===== config.mk =====
export PLATFORM = sky130hd
export DESIGN_NAME = multi_digit_compare
export DESIGN_NICKNAME = d
export VERILOG_FILES = /design/src/rtl/multi_digit_compare_pkg.sv /design/src/rtl/multi_digit_compare_digit2_compare.sv /design/src/rtl/multi_digit_compare.sv
export SDC_FILE = /design/constraint.sdc
export NUM_CORES = 1
export LEC_CHECK = 0
export ABC_AREA = 1
export CORE_ASPECT_RATIO = 0.6
export CORE_MARGIN = 10
export CORE_UTILIZATION = 36
export DETAILED_ROUTE_END_ITERATION = 12
export SLEW_MARGIN = 10
export SYNTH_ARGS = -nofsm -noshare
export SYNTH_HDL_FRONTEND = slang
export SYNTH_SLANG_ARGS = --single-unit

===== constraint.sdc =====
create_clock -name clk -period 3.4 [get_ports clk]
set_clock_uncertainty 0.15 [all_clocks]
set_input_delay 0.68 -clock clk [delete_from_list [all_inputs] [get_ports clk]]
set_output_delay 0.68 -clock clk [all_outputs]
set_load 0.02 [all_outputs]

===== src/rtl/multi_digit_compare_pkg.sv =====
// Shared types for the multi-digit comparator: FSM state encoding and 2-bit digit.
// Latency: n/a (types and constants only).
// Backpressure: n/a.
package multi_digit_compare_pkg;

    // Three-state sequencer; the 2-bit encoding leaves 2'd3 unused and unreachable
    typedef enum logic [1:0] {
        IDLE = 2'd0,
        RUN  = 2'd1,
        DONE = 2'd2
    } state_t;

    // One radix-4 digit of an operand
    typedef logic [1:0] digit_t;

    localparam int DIGIT_W = 2;

endpackage


===== src/rtl/multi_digit_compare_digit2_compare.sv =====
// Combinational magnitude compare of one 2-bit digit; exactly one of gt/eq/lt is high.
// Latency: 0 cycles (pure combinational).
// Backpressure: none; the outputs follow the inputs.
module digit2_compare
    import multi_digit_compare_pkg::*;
(
    input  digit_t a,
    input  digit_t b,
    output logic   gt,
    output logic   eq,
    output logic   lt
);

    // Unsigned compare of a single digit
    always_comb begin
        gt = (a > b);
        eq = (a == b);
        lt = (a < b);
    end

endmodule


===== src/rtl/multi_digit_compare.sv =====
// Sequential unsigned compare of two W-bit operands, one 2-bit digit per cycle, MSB digit first.
// Latency: start accepted at edge k -> done during cycle k+W/2+1; with MULTI_DIGIT_COMPARE_EARLY_EXIT_EN, (leading equal digits + 1) + 1.
// Backpressure: start is ignored while busy; a start in the DONE cycle is accepted back-to-back.
module multi_digit_compare
    import multi_digit_compare_pkg::*;
#(
    parameter int W = 8    // operand width; must be even and >= 2
) (
    input  logic         clk,
    input  logic         reset,
    input  logic         start,
    input  logic [W-1:0] a,
    input  logic [W-1:0] b,
    output logic         busy,
    output logic         done,
    output logic         agtb,
    output logic         aeqb,
    output logic         altb
);

    localparam int ND = W / DIGIT_W;
    localparam int IW = (ND > 1) ? $clog2(ND) : 1;
    localparam logic [IW-1:0] IDX_FIRST = IW'(ND - 1);

    state_t         state_q;
    logic [W-1:0]   a_q;
    logic [W-1:0]   b_q;
    logic [IW-1:0]  idx_q;
    logic           gt_q;       // an earlier digit already decided A > B
    logic           lt_q;       // an earlier digit already decided A < B
    logic           eq_q;       // every digit so far was equal
    logic           busy_q;
    logic           done_q;
    logic           agtb_q;
    logic           aeqb_q;
    logic           altb_q;

    digit_t         dig_a;
    digit_t         dig_b;
    logic           dig_gt;
    logic           dig_eq;
    logic           dig_lt;

    logic           gt_d;
    logic           lt_d;
    logic           eq_d;
    logic           exit_d;

    // The operand registers shift left, so the digit under test is always the top pair
    assign dig_a = a_q[W-1 -: DIGIT_W];
    assign dig_b = b_q[W-1 -: DIGIT_W];

    digit2_compare u_digit (
        .a  (dig_a),
        .b  (dig_b),
        .gt (dig_gt),
        .eq (dig_eq),
        .lt (dig_lt)
    );

    // Fold the current digit into the running verdict; the first unequal digit wins
    always_comb begin
        gt_d   = gt_q | (eq_q & dig_gt);
        lt_d   = lt_q | (eq_q & dig_lt);
        eq_d   = eq_q & dig_eq;
`ifdef MULTI_DIGIT_COMPARE_EARLY_EXIT_EN
        exit_d = (idx_q == '0) | (eq_q & ~dig_eq);
`else
        exit_d = (idx_q == '0);
`endif
    end

    // Sequencer: accept, step through digits, publish a one-cycle done with held results
    always_ff @(posedge clk) begin
        if (reset) begin
            state_q <= IDLE;
            a_q     <= '0;
            b_q     <= '0;
            idx_q   <= '0;
            gt_q    <= 1'b0;
            lt_q    <= 1'b0;
            eq_q    <= 1'b0;
            busy_q  <= 1'b0;
            done_q  <= 1'b0;
            agtb_q  <= 1'b0;
            aeqb_q  <= 1'b0;
            altb_q  <= 1'b0;
        end else begin
            case (state_q)
                RUN: begin
                    a_q  <= a_q << DIGIT_W;
                    b_q  <= b_q << DIGIT_W;
                    gt_q <= gt_d;
                    lt_q <= lt_d;
                    eq_q <= eq_d;
                    if (exit_d) begin
                        state_q <= DONE;
                        busy_q  <= 1'b0;
                        done_q  <= 1'b1;
                        agtb_q  <= gt_d;
                        aeqb_q  <= eq_d;
                        altb_q  <= lt_d;
                    end else begin
                        idx_q <= idx_q - IW'(1);
                    end
                end
                default: begin
                    // IDLE and DONE both accept a new request; results hold otherwise
                    done_q <= 1'b0;
                    if (start) begin
                        state_q <= RUN;
                        a_q     <= a;
                        b_q     <= b;
                        idx_q   <= IDX_FIRST;
                        gt_q    <= 1'b0;
                        lt_q    <= 1'b0;
                        eq_q    <= 1'b1;
                        busy_q  <= 1'b1;
                        agtb_q  <= 1'b0;
                        aeqb_q  <= 1'b0;
                        altb_q  <= 1'b0;
                    end else begin
                        state_q <= IDLE;
                        busy_q  <= 1'b0;
                    end
                end
            endcase
        end
    end

    assign busy = busy_q;
    assign done = done_q;
    assign agtb = agtb_q;
    assign aeqb = aeqb_q;
    assign altb = altb_q;

endmodule


==> results.py <==
metrics = {
    "detailed_routing": {
        "drc": 0,
        "viasPerCell": 4.73,
        "ant_nets": 0,
        "vias": 1074,
        "firstDrtPassIters": 4,
        "wl_mm": 2.86,
        "wl_per_cell_um": 12.6,
        "drtIter0Drc": 114,
    },
    "timing": {
        "post-route-worst-setup-slack_ns": 1.21,
        "tightest_slew_ns": 0.441,
        "fin_setup_tns_ns": 0,
        "final-setup-viol-count": 0,
        "rsz0062_at_grt": "false",
        "maxSlewHeadroom_pct": 70.5,
        "holdWs_ns": 0.315,
        "slew_violations": 0,
        "clock.fmax_mhz": 457,
        "hold_violations": 0,
        "min_period_ns": 2.19,
        "period_share_pct": 64.4,
    },
    "global_routing": {
        "grt_pass1_vias": 1052,
        "grt_max_degree": 19,
        "grt_pass1_wl_mm": 4.87,
        "grt.overflow.total": 0,
        "grt_usage_pct": 9.63,
        "antenna_found_initial": 0,
    },
    "cts": {
        "cts.sinks": 27,
        "cts_root_buffer": "clkbuf_8",
        "postCtsSetupRepairBufs": 0,
        "cts_buffers": 3,
        "hold_buffers": 0,
        "clk_latency_ns": 0.27,
        "cts_resized": 0,
        "clockBufferDepth": 2,
        "cts_tree": "yes",
        "path_clk_slew_ns": 0.09,
        "h-tree-depth": 1,
    },
    "floorplanning": {
        "die_x_um": 95.3,
        "die_y_um": 65.2,
        "start_util_pct": 37.6,
        "ios": 24,
        "die-area_um2": 6220,
        "core_area_um2": 3260,
        "rows": 16,
    },
    "placed_design": {
        "dp.cells": 223,
        "hpwlAfterDp_mm": 2.20,
        "portBuffers": 23,
        "dpl-instance-area_um2": 1470,
        "pre_cts_slack_ns": 1.13,
        "place.gp.congestion": 0.797,
    },
    "layout": {
        "final_layout_size_suffix_gt1_share_pct": 13.7,
        "diodes": 0,
        "final_util_pct": 46.4,
        "fin_cells": 227,
        "final_area_um2": 1510,
        "area_delta_synth_final_pct": 23.4,
        "fin_nets": 205,
        "fillers": 345,
    },
    "logic_synthesis": {
        "ys_types": 22,
        "synth_area_um2": 1230,
        "syn_inst": 160,
        "netlist_top_cells_area": "dfxtp_1 (44%), nand2_1 (11%), nand2_2 (6.6%)",
        "synth_nets": 182,
        "yosysWarnings": 0,
        "synth-seq-cells": 27,
        "ys_seq_area_share_pct": 44.1,
        "yosysTopAreaCell": "dfxtp_1",
        "syn_avg_cell_area_um2": 7.66,
        "yosys.area.top_type_share_pct": 44.1,
    },
    "run": {
        "drv_cap": 0,
    },
    "setup_path": {
        "crit_type": "reg2out",
        "critPathTopFamily": "buffers and inverters",
        "cp-end-kind": "primary output",
        "crit_required_ns": 2.57,
        "timing.critical_path.buf_inv": 1,
        "cp-start-kind": "flop",
        "cpPeakStageDelay_ns": 0.65,
        "cp_max_fo": 3,
        "crit_slowest_cell": "clkdlybuf4s50_1",
        "crit_chain": "clkdlybuf4s50_1",
        "cp.arrival_ns": 1.36,
    },
    "outcome": {
        "status": "complete, no violations",
    },
    "pwr": {
        "leakage_nw": 0.615,
        "power-per-cell-area_nw_per_um2": 443,
        "p_total_mw": 0.670,
        "vdd_drop_max_uv": 275,
    },
    "min_path": {
        "hp-class": "reg2reg",
    },
}
[per-layer routing]
metal / global-route usage (%) / part of all wire [%] / wire length, um
met1: 12.2 / 50 / 1420
met2: 14.1 / 41 / 1180
met3: 5.10 / 9.0 / 259
met4: 2.04 / 0.35 / 10
met5: 0 / 0 / 0
[synthesized netlist by cell type]
library cell,n
clkinv_2,1
nand2_2,13
ha_1,3
nor2_1,8
buf_12,1
a21oi_1,10
inv_2,3
o21ai_0,2
nand3_1,14
nand2_4,2
buf_6,1
inv_1,16
dfxtp_1,27
buf_2,2
o21ai_1,1
buf_1,1
nand2_1,37
nand4_1,2
a31oi_1,12
nor2_4,1
buf_4,2
nor3_1,1
[kinds of logic after synthesis]
kind of cell	after synthesis	synth area share [%]
AOI/OAI and AO/OA	25	11.4
adders and majority gates	3	3.06
buffers and inverters	27	11.1
DFF	27	44.1
and+or+nand+nor	78	30.3
[cell usage in the layout (no fill, tap or decap), drive strengths merged]
cell and instances:
nand2 52, dfxtp 27, clkdlybuf4s50 23, inv 19, nand3 14, a31oi 12
a21oi 10, nor2 9, clkbuf 4, ha 3, o21ai 3, nand4 2
buf 2, clkinv 1, nor3 1
[state kept, by name (all words and copies together) (netlist names)]
name	flops
a_q	8
b_q	8
idx_q	2
state_q	2
aeqb	1
agtb	1
altb	1
done	1
eq_q	1
gt_q	1
lt_q	1
[area by class of cell]
type                    instances  area [um2]  share of cell area, %
inverters                      20        76.3                   5.05
clock buffers                   4        45.0                   2.98
repair buffers                 25         245                   16.2
well taps                      45        56.3                   3.72
multi-input cells             106         549                   36.3
flip-flops and latches         27         541                   35.7
[report_power, final]
part | switching, mW | internal (mW)
sequential | 0.0138 | 0.339
combinational | 0.0792 | 0.0590
clock | 0.0951 | 0.0838
total | 0.188 | 0.482
[worst paths after layout]
check / startpoint / to / slack (ns) / cells past startpoint
max: state_q[0] / busy / 1.21 / 1
min: idx_q[1] / idx_q[1] / 0.31 / 2
max reg2reg: state_q[0] / altb / 1.87 / 9
min reg2reg: idx_q[1] / idx_q[1] / 0.31 / 2
Note: power is estimated with default switching activity, not from simulation.
